**config.mk**
```make
export PLATFORM = sky130hd
export DESIGN_NAME = rf_wb_scoreboard
export DESIGN_NICKNAME = d
export VERILOG_FILES = /design/src/rtl/rf_wb_scoreboard.sv
export SDC_FILE = /design/constraint.sdc
export NUM_CORES = 1
export LEC_CHECK = 0
export CAP_MARGIN = 20
export CORE_UTILIZATION = 35
export CTS_BUF_LIST = sky130_fd_sc_hd__clkbuf_8
export DETAILED_ROUTE_END_ITERATION = 12
export PLACE_DENSITY = 0.68
export REMOVE_ABC_BUFFERS = 1
export SYNTH_ARGS = -nofsm -noshare
export SYNTH_HDL_FRONTEND = slang
export SYNTH_SLANG_ARGS = --single-unit
```
**constraint.sdc**
```tcl
create_clock -name clk -period 3.85 [get_ports clk]
set_input_delay 0.385 -clock clk [delete_from_list [all_inputs] [get_ports clk]]
set_output_delay 0.385 -clock clk [all_outputs]
set_load 0.02 [all_outputs]
```
**src/rtl/rf_wb_scoreboard.sv**
```systemverilog
// Write-back arbiter and hazard scoreboard for the 8 x 16-bit register file.
// The ALU and load unit share one registered write port; issue stalls on RAW/WAW.
module rf_wb_scoreboard #(
  parameter int unsigned NREG = 8,
  parameter int unsigned AW   = 3,
  parameter int unsigned DW   = 16
) (
  input  logic            clk,
  input  logic            reset,
  input  logic            iss_valid,
  input  logic            iss_use_a,
  input  logic            iss_use_b,
  input  logic [AW-1:0]   iss_ra,
  input  logic [AW-1:0]   iss_rb,
  input  logic            iss_wr,
  input  logic [AW-1:0]   iss_rd,
  output logic            iss_ready,
  input  logic            alu_wb_valid,
  input  logic [AW-1:0]   alu_wb_rd,
  input  logic [DW-1:0]   alu_wb_data,
  output logic            alu_wb_ready,
  input  logic            mem_wb_valid,
  input  logic [AW-1:0]   mem_wb_rd,
  input  logic [DW-1:0]   mem_wb_data,
  output logic            mem_wb_ready,
  output logic            WE_R,
  output logic [AW-1:0]   WrReg_Rd,
  output logic [DW-1:0]   InData_R,
  output logic [NREG-1:0] busy,
  output logic            wb_err
);

  typedef enum logic {GntAlu, GntMem} grant_e;

  grant_e          last_grant;
  grant_e          last_grant_next;
  logic            hazard;
  logic            issue_fire;
  logic            accept;
  logic [AW-1:0]   acc_rd;
  logic [DW-1:0]   acc_data;
  logic [NREG-1:0] busy_set;
  logic [NREG-1:0] busy_clr;
  logic [NREG-1:0] busy_next;

  always_comb begin
    hazard     = (iss_use_a & busy[iss_ra]) | (iss_use_b & busy[iss_rb]) |
                 (iss_wr & busy[iss_rd]);
    iss_ready  = ~hazard;
    issue_fire = iss_valid & iss_ready & iss_wr;
  end

  // Round-robin only matters under contention; a lone requester leaves last_grant alone.
  always_comb begin
    alu_wb_ready    = 1'b0;
    mem_wb_ready    = 1'b0;
    last_grant_next = last_grant;
    if (alu_wb_valid && mem_wb_valid) begin
      if (last_grant == GntMem) begin
        alu_wb_ready    = 1'b1;
        last_grant_next = GntAlu;
      end else begin
        mem_wb_ready    = 1'b1;
        last_grant_next = GntMem;
      end
    end else begin
      alu_wb_ready = alu_wb_valid;
      mem_wb_ready = mem_wb_valid;
    end
    accept   = alu_wb_ready | mem_wb_ready;
    acc_rd   = alu_wb_ready ? alu_wb_rd : mem_wb_rd;
    acc_data = alu_wb_ready ? alu_wb_data : mem_wb_data;
  end

  // Clear tracks the registered write so a dependent reads the committed value; set wins.
  always_comb begin
    busy_set = '0;
    busy_clr = '0;
    for (int i = 0; i < NREG; i++) begin
      busy_set[i] = issue_fire && (iss_rd == AW'(i));
      busy_clr[i] = WE_R && (WrReg_Rd == AW'(i));
    end
    busy_next = (busy & ~busy_clr) | busy_set;
  end

  always_ff @(posedge clk or posedge reset) begin
    if (reset) begin
      busy       <= '0;
      WE_R       <= 1'b0;
      WrReg_Rd   <= '0;
      InData_R   <= '0;
      wb_err     <= 1'b0;
      last_grant <= GntMem;
    end else begin
      busy       <= busy_next;
      WE_R       <= accept;
      last_grant <= last_grant_next;
      if (accept) begin
        WrReg_Rd <= acc_rd;
        InData_R <= acc_data;
        if (!busy[acc_rd]) wb_err <= 1'b1;
      end
    end
  end

endmodule

```
# After elaboration in Yosys (flattened, before gate mapping)
# Cells that the tools add are included.
# Widths: inputs -> output; s select.
# totals
regBits	30
inputBits	55
out_inout_bits	32
wordCells	71
# classes
n_reduce_logical	20
mux	14
magnitude_cmp	4
eq_ne	14
n_bitwise	13
# ops
operator	count
$eq 3x3->1 const B	8
$logic_and 1x1->1	17
$lt 3x4->1 const B	4
$mux 16	1
$bmux 1 s3	4
$eq 3x2->1 const B	4
$and 8x8->8	1
$mux 1	8
$not 8->8	1
$or 8x8->8	1
$eq 3x1->1 const B	2
$logic_not 3->1	2
$and 1x1->1	5
$mux 3	1
$or 1x1->1	3
$not 1->1	2
$reduce_and 2->1	1

# Depth between registers and ports, before layout
# Gate-level depths: netlist of the first run.
# logic_depth
word_depth	10
ltp_mapped	7
ltp_nobuf	6

# Least setup slack after synthesis of the first run
# No wires, ideal clock.
# synth_timing
path_type	input to output
start	input iss_rd[0]
end	output iss_ready
arrival_time_ns	1.802
setup_slack_ns	1.663
stages	4
t_required_ns	3.465
n_path_buf	1
cell_sequence	clkbuf_1 > mux4_2 > mux2_2 > a21oi_1
# synth_via
elab_chain_len	5
# synth_lines
item	line_no	text
start, declared	16	input logic [AW-1:0] iss_rd,
$bmux 1 s3	48	(iss_wr & busy[iss_rd]);
$mux 1 (not written as such)	48	
$and 1x1->1	48	
$or 1x1->1	47	hazard = (iss_use_a & busy[iss_ra]) | (iss_use_b & busy[iss_rb]) |
$not 1->1	49	iss_ready = ~hazard;
end, declared	17	output logic iss_ready,
# No other way between the ends. The select of a mux whose other input is x is not followed.

# Worst setup path after layout of the first run
# Same ends and word-level chain as after synthesis.

==> results.md, run 1 <==
- Status: completed
- Crit path kind: in2out
- CP max stage delay: roughly 0.66 ns
- Startpoint Class: primary input
- PwrDens: 509.1 nW/µm²
- Fin util: between 50% and 60%
- Initial core utilization: a little over a third
- Final Wtd Congestion: 0.7790
- Clock skew: 0.006806 ns
- Post-synth top flop: dfrtp_1
- Number of global-route vias before repair: 1849
- Hold Path Class: reg2reg
- Nets: 352
- Die Height: between 70 and 80 µm
- Top cell by count, worst path: clkdlybuf4s50_1
- Post-CTS Setup Bufs: 0
- Die area: around 5700 µm²
- Kind of cell adding the most delay to the critical path: buffers and inverters
- Largest cells by area after synthesis: dfrtp_1 (39%), a21oi_1 (9.3%), o21ai_0 (7.4%), nand2b_1 (6.6%), nand2_1 (5.0%)
- DR vias/cell: 5.198
- F_max: roughly 330 MHz
- Port bufs: 86
- Post-layout min period: about 3.0 ns
- Final hold vios: 0
- Pre-Repair DR Iteration Count: 4
- Avg WL per Cell: 14.91 µm
- Clock Latency Late Sink: 0.28 ns
- Area growth syn-to-layout: 54.05%
- Drc violations: 0
- GR Util All Layers: 20.15%
- Pin slew with the least headroom to its limit: roughly 0.9 ns
- Die W: 75.38 µm
- Arr. time, crit path: 2.61 ns
- Post-synth ARST share: 100.0%
- Share of the synthesized area in the top cell type: between 30% and 40%
- Num rows: 26
- Hold_buf cts: 0
- Req. time, crit path: roughly 3.5 ns
- Clock root buffer: clkbuf_8
- Core footprint: between 5000 and 6000 µm²
- TritonCTS clock tree: built
- RSZ-0062 raised after global routing: false
- Slew HR: approximately two fifths
- Post-route ant nets: 0
- Initial DRC Count: around 120
- Initial antenna violation count: 0
- Fill cells: 480
- Number of synthesized flops with an enable pin: 0
- Avg Inst Size Synth: 8.930 µm²
- PostCTS Resize Cnt: 0
- Largest area contributor in the netlist: dfrtp_1
- TritonCTS buffer count: 5
- Via Count: 1913
- Final WL: about 5500 µm
- Yosys reg bits: 30
- Diode count: 0
- TNS Setup: 0 ns
- DP HPWL: between 4000 and 5000 µm
- Buf/Inv on CP: 2
- Sequential-to-total area share from yosys stat: between 30% and 40%
- Grt ovf: 0
- Area of the multi-input gates: between 1000 and 1500 µm²
- Max_cap viols: 0
- FF/Latch Area: roughly 750 µm²
- Count of cell types in the netlist: between 40 and 50
- CP Cell Sequence: clkdlybuf4s50_1, mux4_2, mux2_2, a21oi_1, clkdlybuf4s50_1
- Clock-pin slew on the worst setup and hold paths: ~0.060 ns
- IR drop worst, VDD: 0.2696 mV
- Post-Synthesis Cells: around 210
- Layout cells sized above 1: under 10%
- Critical Path End Type: primary output
- Synth Warn #: 0
- Number of clock sinks: 30
- Crit-path max FO: 7
- Largest net degree at the start of global routing: 33
- H-tree depth: 2
- Netlist Area Pre-Place: ~1900 µm²
- IO Pins: between 80 and 90
- Max Buffers Root-to-Sink: 2
- Global-route wire length before repair: roughly 8600 µm
- Final setup fails: 0
- Final Max Tran Viols: 0
- Critical path's slowest cell: clkdlybuf4s50_1
- Lkg Pwr: 1.142 nW
- Crit share post-route: between 70% and 80%
[layer usage]
| layer | up-vias | share of wire, % | GRT usage [%] |
|---|---|---|---|
| li1 | 942 | - | - |
| met1 | 889 | 46 | 26.84 |
| met2 | 77 | 46 | 32.54 |
| met3 | 5 | 7.5 | 6.614 |
| met4 | 0 | 0.46 | 3.704 |
| met5 | - | 0 | 0 |
[worst min-delay path, delay by kind of cell, from the launching register on]
family / cells / cell delay [ns]
AOI/OAI and AO/OA: 2 / 0.13
DFF: 1 / 0.36
[state kept, by name, indices dropped and copies added, names as in the netlist]
name,count
last_grant,1
wb_err,1
InData_R,16
busy,8
WrReg_Rd,3
WE_R,1
[worst paths after layout]
| check | start | endpoint | slack, ns | cells past startpoint |
|---|---|---|---|---|
| setup reg to reg | last_grant | wb_err | 1.73 | 5 |
| hold reg to reg | wb_err | wb_err | 0.52 | 2 |
| max in group asynchronous | reset | last_grant | 2.51 | 3 |
| setup / recovery | iss_rd[0] | iss_ready | 0.85 | 5 |
| hold / removal | wb_err | wb_err | 0.52 | 2 |
| min in group asynchronous | reset | InData_R[13] | 0.60 | 2 |
[cells in the final DEF, fill, tap and decap left out, types with 3 or more instances in the layout]
master	count
mux4_2	4
o41ai_1	6
inv_1	6
dfrtp_1	29
a21oi_1	35
clkdlybuf4s50_1	86
nand2b_1	20
buf_4	4
nor2_1	7
o31ai_1	3
mux2_2	4
nand2_1	25
o21ai_0	28
clkbuf_8	6
mux2i_1	3
[kinds of logic after synthesis]
group | after synthesis | share of synthesized area, %
simple gates | 64 | 17.66
buf+inv | 16 | 3.651
xor+xnor | 1 | 0.4649
flops | 30 | 39.91
mux | 12 | 9.495
compound gates | 88 | 28.82
[synthesized netlist by cell type, types with 2 or more instances]
cell type / instances
a21oi_1: 35
dfrtp_1: 29
o21ai_0: 28
nand2_1: 25
nand2b_1: 20
clkbuf_1: 9
nor2_1: 7
o41ai_1: 6
inv_1: 4
mux2_2: 4
mux4_2: 4
mux2i_1: 3
o31ai_1: 3
a211oi_1: 2
a21boi_0: 2
nor2b_1: 2
o211ai_1: 2
o41ai_2: 2
or2_2: 2
[metrics by stage]
step | setup slack (ns) | cell area, µm² | cells | power, mW | hold WS [ns]
floorplan | 1.807 | 1834 | 200 | 0.8750 | 0.4751
global placement | 0.8807 | 2813 | 360 | 1.222 | 0.4880
detailed placement | 0.8579 | 2813 | 360 | 1.230 | 0.4896
CTS | 0.8533 | 2903 | 368 | 1.490 | 0.5081
global route | 0.7759 | 2903 | 368 | 1.568 | 0.5566
finish | 0.8530 | 2903 | 368 | 1.478 | 0.5247
[power breakdown]
group	internal (mW)	switching [mW]	leakage (nW)
combinational	0.357	0.319	0.728
clock	0.140	0.110	0.0538
sequential	0.406	0.146	0.361
[cell type report]
cell class	count	area share, %
inverter	5	0.6466
multi-input combinational	165	36.64
clock buffer	6	2.845
timing repair buffer	90	30.69
tap	70	3.017
clock inverter	2	0.2586
sequential	30	25.91
No activity file was read; power rests on OpenSTA's default activity.
==> run 2: changes to the inputs <==
Clock period 3.85 ns to 2.9 ns, I/O delays scaled along.
==> results.md, run 2 (synthesized netlist as in run 1, its figures left out) <==
- Status: completed
- Req. time, crit path: between 2 and 3 ns
- Capture point of the worst reg-to-reg path: wb_err
- Largest net degree at the start of global routing: 33
- Clock Latency Late Sink: between 0.2 and 0.3 ns
- Most frequent cells in the layout: clkdlybuf4s50_1 (86), a21oi_1 (35), dfrtp_1 (29)
- Max Buffers Root-to-Sink: 2
- Nets: 353
- Post-layout min period: around 2.8 ns
- Clock root buffer: clkbuf_8
- Core footprint: about 5100 µm²
- Fill cells: between 400 and 500
- Pin slew with the least headroom to its limit: around 0.54 ns
- Initial antenna violation count: 0
- Diode count: 0
- RSZ-0062 raised after global routing: false
- Hold Path Class: in2async
- Crit path kind: in2out
- Pre-Repair DR Iteration Count: 4
- Crit share post-route: a little over nine tenths
- Final WL: about 5500 µm
- Hold_ws: around 0.38 ns
- Die W: about 75 µm
- GR Util All Layers: around 20%
- Final Wtd Congestion: about 0.78
- Critical path origin: iss_ra[1]
- Die Height: around 75 µm
- IO Pins: 87
- Largest reg by FF count: InData_R
- F_max: approximately 360 MHz
- Initial core utilization: 36.66%
- CP max stage delay: between 0.6 and 0.7 ns
- Critical path's slowest cell: clkdlybuf4s50_1
- Initial DRC Count: 122
- PostCTS Resize Cnt: 0
- PwrDens: ~670 nW/µm²
- Post-Layout Inst Area: just under 3000 µm²
- H-tree depth: 2
- Final setup fails: 0
- Layout cells sized above 1: about a tenth
- R2R Setup Slk: 0.79 ns
- R2r worst-path depth: 5
- Flip-flop count of the largest register after layout: 16
- Number of global-route vias before repair: 1769
- Max_cap viols: 0
- Startpoint Class: primary input
- Post-CTS Setup Bufs: 0
- Hold_buf cts: 0
- TritonCTS buffer count: 5
- FF/Latch Area: 752.0 µm²
- Post-route ant nets: 0
- Clock skew: between 0.002 and 0.003 ns
- CP Cell Sequence: clkdlybuf4s50_1, mux4_2, nand2b_4, o211ai_2, o21ai_4, a21oi_1, clkdlybuf4s50_1
- Crit-path max FO: 9
- TritonCTS clock tree: built
- Area growth syn-to-layout: 53.72%
- Area of the multi-input gates: 1064 µm²
- Slew HR: between 60 and 70%
- Drc violations: 0
- DR vias/cell: between 5 and 6
- Critical Path End Type: primary output
- TNS Setup: 0 ns
- Top Registers: InData_R (16), busy (8), WrReg_Rd (3)
- DP HPWL: about 3900 µm
- Number of clock sinks: 30
- Num rows: 26
- Top cell by count, worst path: clkdlybuf4s50_1
- Via Count: 1949
- Global-route wire length before repair: 8507 µm
- IR drop worst, VDD: roughly 0.26 mV
- Clock-pin slew on the worst setup and hold paths: 0.06 ns
- Grt ovf: 0
- Final Max Tran Viols: 0
- Arr. time, crit path: between 2 and 2.5 ns
- Final hold vios: 0
- DP Area: between 2000 and 3000 µm²
- Commonest non-fill, non-tap cell in the layout: clkdlybuf4s50_1
- Port bufs: 86
- Die area: roughly 5700 µm²
- Lkg Pwr: between 1 and 1.5 nW
- Avg WL per Cell: 14.90 µm
- FF-to-FF Start: last_grant
run 2: how the worst max path moves through the flow:
stage	end	cells after the start	slack [ns]
floorplan	iss_ready	5	0.95
global placement	iss_ready	7	0.17
detailed placement	iss_ready	6	0.14
CTS	iss_ready	6	0.13
global route	iss_ready	6	0.03
finish	iss_ready	7	0.13
run 2: critical path, delay by kind of cell:
family / cells / cell delay (ns)
buf+inv: 2 / 1.16
mux: 1 / 0.51
compound gates: 3 / 0.37
simple gates: 1 / 0.15
run 2: per-stage QoR:
stage | std cells | setup WS, ns | utilization, % | total power, mW
final | 368 | 0.1312 | 56.35 | 1.931
after global routing | 368 | 0.03129 | 56.35 | 2.050
after CTS | 368 | 0.1326 | 56.35 | 1.941
after detailed placement | 361 | 0.1427 | 54.87 | 1.630
after global placement | 361 | 0.1670 | 54.87 | 1.623
after floorplan | 200 | 0.9516 | - | 1.162
run 2: routing by layer:
layer,GRT usage [%],up-vias,share of wire (%)
met5,0,-,0
met4,4.938,0,0.49
met3,5.820,4,6.6
met2,32.44,73,48
met1,26.40,929,45
li1,-,943,-
run 2: cell type report:
class	count	share of cell area, %
clock buffer	5	2.376
clock inverter	2	0.2592
inverter	5	0.6479
multi-input combinational	165	36.72
sequential	30	25.96
tap	70	3.024
timing repair buffer	91	31.02
run 2: where the power goes:
| group | switching (mW) | leakage [nW] | internal, mW |
|---|---|---|---|
| sequential | 0.195 | 0.361 | 0.539 |
| combinational | 0.417 | 0.733 | 0.475 |
| clock | 0.148 | 0.0466 | 0.158 |
==> run 3: changes to the inputs <==
Settings changed: CORE_UTILIZATION 35 to 43, PLACE_DENSITY 0.68 to 0.81, RECOVER_POWER set to 25.
==> results.md, run 3 (synthesized netlist as in run 1, its figures left out) <==
- Final setup fails: 0
- Post-Place Cells: between 300 and 400
- FF/Latch Area: approximately 750 µm²
- Final hold vios: 0
- Hold_ws: around 0.46 ns
- Die W: between 60 and 70 µm
- Final WL: between 5000 and 6000 µm
- Num rows: 23
- Non-Filler Instances: between 300 and 400
- Most frequent cells in the layout: clkdlybuf4s50_1 (85), a21oi_1 (35), dfrtp_1 (29)
- Crit path kind: in2out
- Layout cells sized above 1: between 10% and 20%
- Number of clock sinks: 30
- Crit-path max FO: 9
- PostCTS Resize Cnt: 0
- Worst slack, placed: between 0.1 and 0.15 ns
- Die area: roughly 4700 µm²
- Post-layout min period: between 2 and 3 ns
- Top Registers: InData_R (16), busy (8), WrReg_Rd (3)
- Largest reg by FF count: InData_R
- Fin util: between 70% and 80%
- DP HPWL: between 4000 and 5000 µm
- Largest net degree at the start of global routing: 35
- Startpoint Class: primary input
- Nets: 353
- Global-route wire length before repair: around 9000 µm
- Flip-flop count of the largest register after layout: 16
- Commonest non-fill, non-tap cell in the layout: clkdlybuf4s50_1
- IO Pins: 87
- Diode count: 0
- Lkg Pwr: 1.140 nW
- Initial antenna violation count: 0
- TritonCTS clock tree: built
- Fill cells: approximately 340
- Setup ws final: around 0.14 ns
- Clock root buffer: clkbuf_8
- Hold Path Class: in2async
- Clock skew: around 0.0027 ns
- Final Wtd Congestion: between 0.8 and 0.9
- F_max: between 300 and 400 MHz
- Initial core utilization: 45.79%
- DR vias/cell: ~5.7
- Die Height: approximately 68 µm
- Max Buffers Root-to-Sink: 2
- Arr. time, crit path: about 2.5 ns
- H-tree depth: 2
- Status: completed
- Pin slew with the least headroom to its limit: approximately 1.0 ns
- R2R Setup Slk: between 0.7 and 0.8 ns
- IR drop worst, VDD: slightly above 0.3 mV
- Area of the multi-input gates: roughly 1100 µm²
- Clock-pin slew on the worst setup and hold paths: 0.07 ns
- Max_cap viols: 0
- Drc violations: 0
- Hold_buf cts: 0
- Port bufs: 86
- Post-CTS Setup Bufs: 0
- Slew HR: roughly 34%
- Initial DRC Count: 91
- Post-route ant nets: 0
- Grt ovf: 0
- Critical Path End Type: primary output
- Req. time, crit path: 2.61 ns
- Number of global-route vias before repair: approximately 2000
- Pre-Repair DR Iteration Count: 7
- Avg WL per Cell: ~16 µm
- Post-Layout Inst Area: 2905 µm²
- Clock Latency Late Sink: 0.28 ns
- Crit share post-route: approximately 95%
- PwrDens: 706.2 nW/µm²
- Pwr Total: slightly above 2 mW
- Core footprint: around 4000 µm²
- Area growth syn-to-layout: 54.18%
- RSZ-0062 raised after global routing: false
- DP Area: 2795 µm²
- Final Max Tran Viols: 0
- Via Count: approximately 2000
- TNS Setup: 0 ns
- TritonCTS buffer count: 5
- GR Util All Layers: between 20% and 30%
[run 3: layout make-up]
class,instances,share of cell area (%)
clock buffers,5,2.369
clock inverters,3,1.550
inverters,5,0.6460
multi-input cells,165,36.61
flip-flops and latches,30,25.88
well taps,50,2.153
repair buffers,91,30.79
[run 3: path summary, 6_finish.rpt]
kind	from	end	depth (start not counted)
setup / recovery	iss_ra[1]	iss_ready	7
setup reg to reg	last_grant	wb_err	5
hold reg to reg	wb_err	wb_err	2
hold / removal	reset	WrReg_Rd[2]	2
max in group asynchronous	reset	InData_R[14]	3
min in group clk	wb_err	wb_err	2
[run 3: metal layers]
| metal | part of all wire (%) | vias up | wire (µm) | GRT usage [%] |
|---|---|---|---|---|
| li1 | - | 940 | - | - |
| met5 | 0 | - | 0 | 0 |
| met3 | 6.2 | 10 | 357 | 7.667 |
| met4 | 1.4 | 0 | 79 | 8.333 |
| met1 | 45 | 952 | 2591 | 35.12 |
| met2 | 47 | 74 | 2703 | 42.03 |
[run 3: critical path, cell delays in order]
cell and delay (ns):
clkdlybuf4s50_1 0.54, mux4_2 0.52, nand2b_4 0.15, o211ai_2 0.08, o21ai_4 0.14, a21oi_1 0.14
clkdlybuf4s50_1 0.61
[run 3: power by group]
| group | total [mW] | switching [mW] | internal [mW] |
|---|---|---|---|
| registers | 0.724 | 0.185 | 0.538 |
| logic | 0.905 | 0.430 | 0.475 |
| clock network | 0.423 | 0.168 | 0.255 |
| total | 2.05 | 0.783 | 1.27 |
